===== config.mk =====
export PLATFORM = sky130hd
export DESIGN_NAME = counter_4b_sync_load
export DESIGN_NICKNAME = d
export VERILOG_FILES = /design/src/rtl/counter_pkg.sv /design/src/rtl/counter_4b_sync_load.sv
export SDC_FILE = /design/constraint.sdc
export NUM_CORES = 1
export LEC_CHECK = 0
export CAP_MARGIN = 20
export CORE_AREA = 5 5 42 44
export CTS_CLUSTER_DIAMETER = 30
export DETAILED_ROUTE_END_ITERATION = 16
export DIE_AREA = 0 0 47 49
export PLACE_DENSITY_LB_ADDON = 0.15
export SLEW_MARGIN = 10
export SYNTH_ARGS = -nofsm -noshare
export SYNTH_HDL_FRONTEND = slang
export SYNTH_SLANG_ARGS = --single-unit

===== constraint.sdc =====
create_clock -name clk -period 1 [get_ports clk]
set_input_delay 0.1 -clock clk [delete_from_list [all_inputs] [get_ports clk]]
set_output_delay 0.1 -clock clk [all_outputs]
set_load 0.05 [all_outputs]

===== src/rtl/counter_pkg.sv =====
// Shared types and constants for the sync-load up-counter.
package counter_pkg;

  localparam int unsigned CNT_WIDTH      = 4;
  localparam logic [CNT_WIDTH-1:0] CNT_LOAD_VALUE = 4'd9;

  typedef logic [CNT_WIDTH-1:0] cnt_t;

endpackage


===== src/rtl/counter_4b_sync_load.sv =====
// Free-running up-counter; a synchronous load re-seeds it with a fixed constant.
module counter_4b_sync_load
  import counter_pkg::*;
#(
  parameter int unsigned           WIDTH      = CNT_WIDTH,
  parameter logic [WIDTH-1:0]      LOAD_VALUE = WIDTH'(CNT_LOAD_VALUE)
) (
  input  logic             clk,
  input  logic             rst_n,
  input  logic             load,
  output logic [WIDTH-1:0] q
);

  logic [WIDTH-1:0] q_next;

  // Load wins over count; the increment wraps naturally at 2^WIDTH.
  always_comb begin
    q_next = q + WIDTH'(1);
    if (load) begin
      q_next = LOAD_VALUE;
    end
  end

  always_ff @(posedge clk or negedge rst_n) begin
    if (!rst_n) begin
      q <= '0;
    end else begin
      q <= q_next;
    end
  end

endmodule


==> impl_metrics.ini, run 1 <==
[clock_network]
holdBufCountCts = 0
cts_root_buf = clkbuf_4
clk_pin_slew_ns = 0.04
cts_resized = 0
numCtsBuffers = 3
post_cts.repair.setup_buffers = 0
htreeDepth = 1
clockBufferDepth = 2
clk_latency_ns = 0.23
cts_tree = done
clock_sinks = 4

[critical_path]
critPathBufInv = 1
cp.required_ns = 0.90
cp_top_family = flip-flops
worstPathArrival_ns = 0.85
path_class = register to primary output
max_stage_delay_ns = 0.45
crit_path_start_kind = register
crit_fanout = 5
cp_slowest_cell = dfrtp_2
endpoint_kind = primary output
path_cells = buf_12

[global_route]
grt_start_max_net_pins = 6
grt_pass1_vias = 144
antenna_found_initial = 0
grt_pass1_wl_um = 669
overflow = 0
grt_usage_pct = 4.661

[sta]
hold_viol_final = 0
period_share_pct = 95.19
rsz0062_at_grt = false
max_freq_mhz = 1051
setup_viol = 0
tightest_slew_ns = 0.1926
fin_crit_ns = 0.9519
slew-limit-headroom_pct = 87.12
drv_slew = 0
skew_ns = 0.0006662
final.setup.tns_ns = 0

[yosys]
ys_seq_area_share_pct = 62.02
synth-edff-count = 0
synth.distinct_cells = 9
synthesis.nets = 16
netlist_instances = 12
synth_top_cell_by_area = dfrtp_1
syn_avg_cell_area_um2 = 13.45
async_reset_ff_share_pct = 100.0
synth-seq-cells = 4
ys.warnings.count = 0
syn_area_um2 = 161.4
synth.most_common_cell = dfrtp_1
synth_top_area_share_pct = 62.02
synth.area.top_cells = dfrtp_1 62%, ha_1 7.8%, a31o_1 5.4%
synth_flop_cell = dfrtp_1

[final_layout]
largest_reg_flops = 4
fin_area_um2 = 321.6
reg_top3 = q: 4 flops
final_util_pct = 22.95
drive_gt1_share_pct = 57.14
fin_cells = 37
area_growth_syn_to_layout_pct = 99.22
regMostFlops = q
nNetsFinal = 27
n_antenna_cell = 0

[detailed_routing]
viasPerCell = 3.649
drt-total-wl_um = 379
vias = 135
dr.first_iter.drc_count = 0
drc = 0
drt.antenna.violating_nets = 0
wl_per_cell_um = 10.24
drtPass1Iterations = 1

[floorplanning]
core_um2 = 1401
ios = 7
start_util_pct = 11.52
fp.dieH_um = 49
std_cell_rows = 14
die_w_um = 47
die-area_um2 = 2303

[outcome]
status = completed

[placed_design]
place_congestion = 0.6471
dpl.hpwl_um = 307.7
dp_cells = 34
io_buffer_count = 6
postPlaceCellArea_um2 = 299.0

[pwr]
p_per_area_nw_per_um2 = 1756
peakVddDrop_mv = 0.5680
power_mw = 0.5648
power.leakage_nw = 0.1233

[job]
drv_cap = 0

[hold_path]
hp-class = input pin to async pin
-- cells in the final DEF, fill, tap and decap left out --
cell / synthesis / final
nand4_1: 1 / 1
clkbuf_4: 0 / 3
or2b_1: 1 / 1
a31o_1: 1 / 1
nor2b_1: 1 / 1
xnor2_1: 1 / 1
a21o_1: 1 / 1
ha_4: 0 / 1
clkdlybuf4s50_1: 0 / 2
dfrtp_2: 0 / 4
nor2_1: 1 / 1
buf_12: 0 / 4
-- final timing paths --
check	from	end	slack (ns)	depth (start not counted)
setup / recovery	q[0]	q[0]	0.05	1
hold / removal	rst_n	q[0]	0.07	1
setup reg to reg	q[0]	q[3]	0.07	2
hold reg to reg	q[2]	q[2]	0.61	2
max in group asynchronous	rst_n	q[2]	0.74	1
min in group clk	load	q[1]	0.51	2
-- worst register-to-register path, cell delays in order, from the launching register on --
cell     delay [ns]
dfrtp_2        0.45
a31o_1         0.22
a21o_1         0.15
-- layer usage --
| metal | GRT usage [%] | vias up | wire [um] |
|---|---|---|---|
| met4 | 1.382 | 0 | 0 |
| met5 | 0 | - | 0 |
| met1 | 4.878 | 63 | 165 |
| li1 | - | 61 | - |
| met2 | 4.751 | 11 | 144 |
| met3 | 7.380 | 0 | 70 |
-- where the power goes --
group          switching, mW  total, mW  leakage (nW)  internal [mW]
clock network         0.0652      0.199        0.0138          0.134
logic                 0.0734      0.156        0.0676         0.0827
registers             0.0290      0.209        0.0419          0.180
total                  0.168      0.565         0.123          0.397
-- through the flow --
| stage | setup slack, ns | hold WS (ns) |
|---|---|---|
| after CTS | 0.03326 | 0.07544 |
| after global routing | 0.006730 | 0.07735 |
| final | 0.04810 | 0.07493 |
| after global placement | 0.05347 | 0.3310 |
| after floorplan | -0.01615 | -0.1956 |
| after detailed placement | 0.03447 | 0.3265 |
-- cells by family (layout without fill, tap and decap cells) --
group	after synthesis	after routing	synth area share [%]
AOI/OAI and AO/OA	2	2	10.08
buffers and inverters	0	9	0
adders and majority gates	1	1	7.751
DFF	4	4	62.02
and+or+nand+nor	4	4	14.73
xor gates and xnor gates	1	1	5.427
-- area by class of cell --
class	count	area, um2
repair buffers	6	100.1
flip-flops and latches	4	105.1
well taps	16	20.02
multi-input cells	8	73.82
clock buffers	3	22.52
fillers	157	1080
Note: power is estimated with default switching activity, not from simulation.
==> inputs of run 2 (changes only) <==
CORE_AREA = 2 2 39 41   (was 5 5 42 44)
DIE_AREA = 0 0 41 43   (was 0 0 47 49)
==> run 2 against run 1 <==
Compared with the run above: final area unchanged; critical path type unchanged; highest routed layer unchanged; non-clock buffer count is the same; sequential power about the same.
==> impl_metrics.ini, run 2 (synthesized netlist as in run 1, its figures left out) <==
[outcome]
status = completed

[detailed_routing]
drt-total-wl_um = 346
vias = 123
drc = 0
drtPass1Iterations = 1
dr.first_iter.drc_count = 0
wl_per_cell_um = 9.351
viasPerCell = 3.324
drt.antenna.violating_nets = 0

[critical_path]
timing.rr.start = q[0]
cp_slowest_cell = dfrtp_2
crit_path_start_kind = register
cp-endpoint = q[0]
cp.required_ns = 0.90
max_stage_delay_ns = 0.45
critPathBufInv = 1
crit_fanout = 5
path_class = register to primary output
path_cells = buf_12
reg2reg_depth = 2
r2r_slack_ns = 0.07
crit_cells = 1
rr_endpoint = q[3]
critPathLaunch = q[0]
cp_top_family = flip-flops
endpoint_kind = primary output
worstPathArrival_ns = 0.85

[final_layout]
multi_input_area_um2 = 73.82
regMostFlops = q
fillCellCount = 141
largest_reg_flops = 4
most-common-layout-cells = 4 x buf_12, 4 x dfrtp_2, 3 x clkbuf_4
nNetsFinal = 27
area_growth_syn_to_layout_pct = 99.22
drive_gt1_share_pct = 57.14
layout.area.seq_um2 = 105.1
reg_top3 = q: 4 flops
n_antenna_cell = 0
fin_cells = 37
fin_area_um2 = 321.6

[placed_design]
place_congestion = 0.6921
dpl.hpwl_um = 273.2
dp_cells = 34
postPlaceCellArea_um2 = 299.0
io_buffer_count = 6

[pwr]
peakVddDrop_mv = 0.3706
p_per_area_nw_per_um2 = 1760
power.leakage_nw = 0.1233
power_mw = 0.5661

[floorplanning]
die_w_um = 41
start_util_pct = 11.66
fp.dieH_um = 43
core_um2 = 1384
std_cell_rows = 14
die-area_um2 = 1763
ios = 7

[sta]
max_freq_mhz = 1052
skew_ns = 0.003640
tightest_slew_ns = 0.1945
fin_crit_ns = 0.9502
drv_slew = 0
period_share_pct = 95.02
setup_viol = 0
rsz0062_at_grt = false
hold_viol_final = 0
final.setup.tns_ns = 0
slew-limit-headroom_pct = 87.00

[global_route]
overflow = 0
grt_usage_pct = 6.137
antenna_found_initial = 0
grt_pass1_vias = 141
grt_start_max_net_pins = 6
grt_pass1_wl_um = 634

[clock_network]
cts_root_buf = clkbuf_4
clk_pin_slew_ns = 0.04
cts_resized = 0
cts_tree = done
numCtsBuffers = 3
holdBufCountCts = 0
clk_latency_ns = 0.23
clockBufferDepth = 2
post_cts.repair.setup_buffers = 0
clock_sinks = 4
htreeDepth = 1

[job]
drv_cap = 0

[hold_path]
hp-class = input pin to async pin
==> run 2: worst min-delay path by stage <==
stage	from	to	slack (ns)
after floorplan	rst_n	q[0]	-0.20
after global placement	rst_n	q[3]	0.33
after detailed placement	rst_n	q[3]	0.33
after CTS	rst_n	q[2]	0.08
after global routing	rst_n	q[2]	0.09
final	rst_n	q[2]	0.07
==> run 2: report_power, final <==
group / internal [mW] / total, mW / switching [mW]
clock network: 0.134 / 0.202 / 0.0678
registers: 0.180 / 0.209 / 0.0286
logic: 0.0826 / 0.155 / 0.0724
total: 0.397 / 0.566 / 0.169
==> run 2: per-stage QoR <==
stage | hold slack, ns | util [%] | setup WS [ns]
2_1_floorplan | -0.1956 | - | -0.01615
3_3_place_gp | 0.3261 | 21.61 | 0.06315
3_5_place_dp | 0.3284 | 21.61 | 0.05825
4_1_cts | 0.07507 | 23.24 | 0.02797
5_1_grt | 0.08697 | 23.24 | 0.009600
6_report | 0.07171 | 23.24 | 0.04984
==> run 2: area by class of cell <==
cell class | instances | area share [%]
repair buffers | 6 | 31.13
flip-flops and latches | 4 | 32.68
clock buffers | 3 | 7.004
well taps | 16 | 6.226
multi-input cells | 8 | 22.96
==> run 2: layer usage <==
metal,up-vias,wire [um],track usage [%]
met4,0,0,10.00
li1,61,-,-
met5,-,0,0
met3,0,49,2.618
met2,6,159,6.250
met1,56,137,6.796
==> inputs of run 3 (changes only) <==
clock period = 0.8 ns   (was 1 ns; I/O delays follow)
==> run 3 against run 2 <==
Compared with the run above: sequential share of layout area fell by 8.5 points; global-route usage up 0.70 points; non-clock buffer count increased by 10; via count increased by 36%; critical path depth up 3; worst hold slack lost 0.016 ns; final area is 35% higher; largest power group is now combinational cells; highest routed layer unchanged; the run now ends with setup timing left; critical endpoint is now q[2].
==> impl_metrics.ini, run 3 (synthesized netlist as in run 1, its figures left out) <==
[outcome]
status = finished with violations
violations = setup timing

[sta]
fin_crit_ns = 0.9955
hold_viol_final = 0
skew_ns = 0.0004863
period_share_pct = 124.4
rsz0062_at_grt = true
slew-limit-headroom_pct = 86.27
tightest_slew_ns = 0.2053
layout_setup_ws_ns = -0.1955
max_freq_mhz = 1005
setup_viol = 8
drv_slew = 0

[final_layout]
largest_reg_flops = 4
reg_top3 = q: 4 flops
fin_area_um2 = 434.2
nNetsFinal = 37
n_antenna_cell = 0
most-common-layout-cells = 6 x buf_6, 4 x buf_12, 4 x buf_4, 4 x dfrtp_2, 3 x clkbuf_4
final_util_pct = 31.37
drive_gt1_share_pct = 77.42
area_growth_syn_to_layout_pct = 169.0
regMostFlops = q
mostFrequentLayoutCell = buf_6
fillCellCount = 148

[detailed_routing]
drt.antenna.violating_nets = 0
vias = 167
drc = 0
viasPerCell = 3.553
dr.first_iter.drc_count = 2
drtPass1Iterations = 3
drt-total-wl_um = 408
wl_per_cell_um = 8.681

[critical_path]
cp.required_ns = 0.91
endpoint_kind = register
crit_path_start_kind = register
crit_fanout = 3
worstPathArrival_ns = 1.11
path_class = register to register

[global_route]
use_met1_pct = 5.825
antenna_found_initial = 0
overflow = 0
grt_pass1_vias = 186
grt_usage_pct = 6.841
grt_start_max_net_pins = 5
grt_util_met3_pct = 4.712
top_usage_layer = met4
grt_pass1_wl_um = 683
met2_usage_pct = 8.125

[clock_network]
clockBufferDepth = 2
holdBufCountCts = 0
clk_pin_slew_ns = 0.04
cts_tree = done
clock_sinks = 4
clk_latency_ns = 0.23
cts_root_buf = clkbuf_4
numCtsBuffers = 3
htreeDepth = 1

[floorplanning]
die-area_um2 = 1763
die_w_um = 41
fp.dieH_um = 43
std_cell_rows = 14
core_um2 = 1384
ios = 7
start_util_pct = 11.66

[placed_design]
io_buffer_count = 6
place_ws_ns = -0.1261
place_congestion = 0.6804
postPlaceCellArea_um2 = 336.6

[job]
drv_cap = 0

[pwr]
p_per_area_nw_per_um2 = 1897
power.leakage_nw = 0.1876
peakVddDrop_mv = 0.5747

[hold_path]
hp-class = input pin to async pin
## run 3: cell count changes in the layout (fill, tap and decap cells not counted)
cell     before  now
buf_6         0    6
xnor2_1       1    0
nor2b_4       0    1
buf_4         0    4
nor2b_1       1    0
xnor2_2       0    1
## run 3: routing by layer
layer	share of wire [%]	routed length [um]	up-vias
li1	-	-	80
met1	37	149	81
met2	55	226	6
met3	7.8	32	0
met4	0	0	0
met5	0	0	-
## run 3: power by group
part	switching [mW]	leakage (nW)	internal, mW	total [mW]
Sequential	0.0190	0.0419	0.225	0.244
Combinational	0.132	0.132	0.194	0.325
Clock	0.0858	0.0138	0.168	0.254
## run 3: critical path, stage by stage (launching register included)
cell	delay, ns
dfrtp_2	0.42
buf_4	0.14
ha_4	0.15
xnor2_2	0.11
nor2_1	0.05
## run 3: path summary, 6_finish.rpt
kind,endpoint,slack [ns],depth (start not counted),start
worst max-delay path,q[2],-0.20,4,q[0]
worst min-delay path,q[2],0.06,1,rst_n
worst min register to register,q[3],0.64,2,q[2]
max in group asynchronous,q[0],0.56,1,rst_n
worst max register to register,q[2],-0.20,4,q[0]
min in group clk,q[1],0.51,2,load
## run 3: what timing repair did
action,4_1_cts,5_1_grt
pin swaps,0,0
gates cloned,0,0
setup buffers,5,0
endpoints found under the setup margin,8,8
gates resized for setup,7,1
## run 3: through the flow
stage          power, mW  hold WS, ns  instances  TNS [ns]
2_1_floorplan     0.3486      -0.2156         12   -0.7386
3_3_place_gp      0.4948       0.3105         39   -0.3819
3_5_place_dp      0.4965       0.3107         39   -0.4057
4_1_cts           0.8247      0.06007         47    -1.329
5_1_grt           0.8789      0.05940         47    -1.538
6_report          0.8236      0.05543         47    -1.308
## run 3: cell type report
cell class / count / area, um2 / area share [%]
Tap cell: 16 / 20.02 / 4.611
Sequential cell: 4 / 105.1 / 24.21
Clock buffer: 3 / 22.52 / 5.187
Timing Repair Buffer: 16 / 197.7 / 45.53
Multi-Input combinational cell: 8 / 88.84 / 20.46
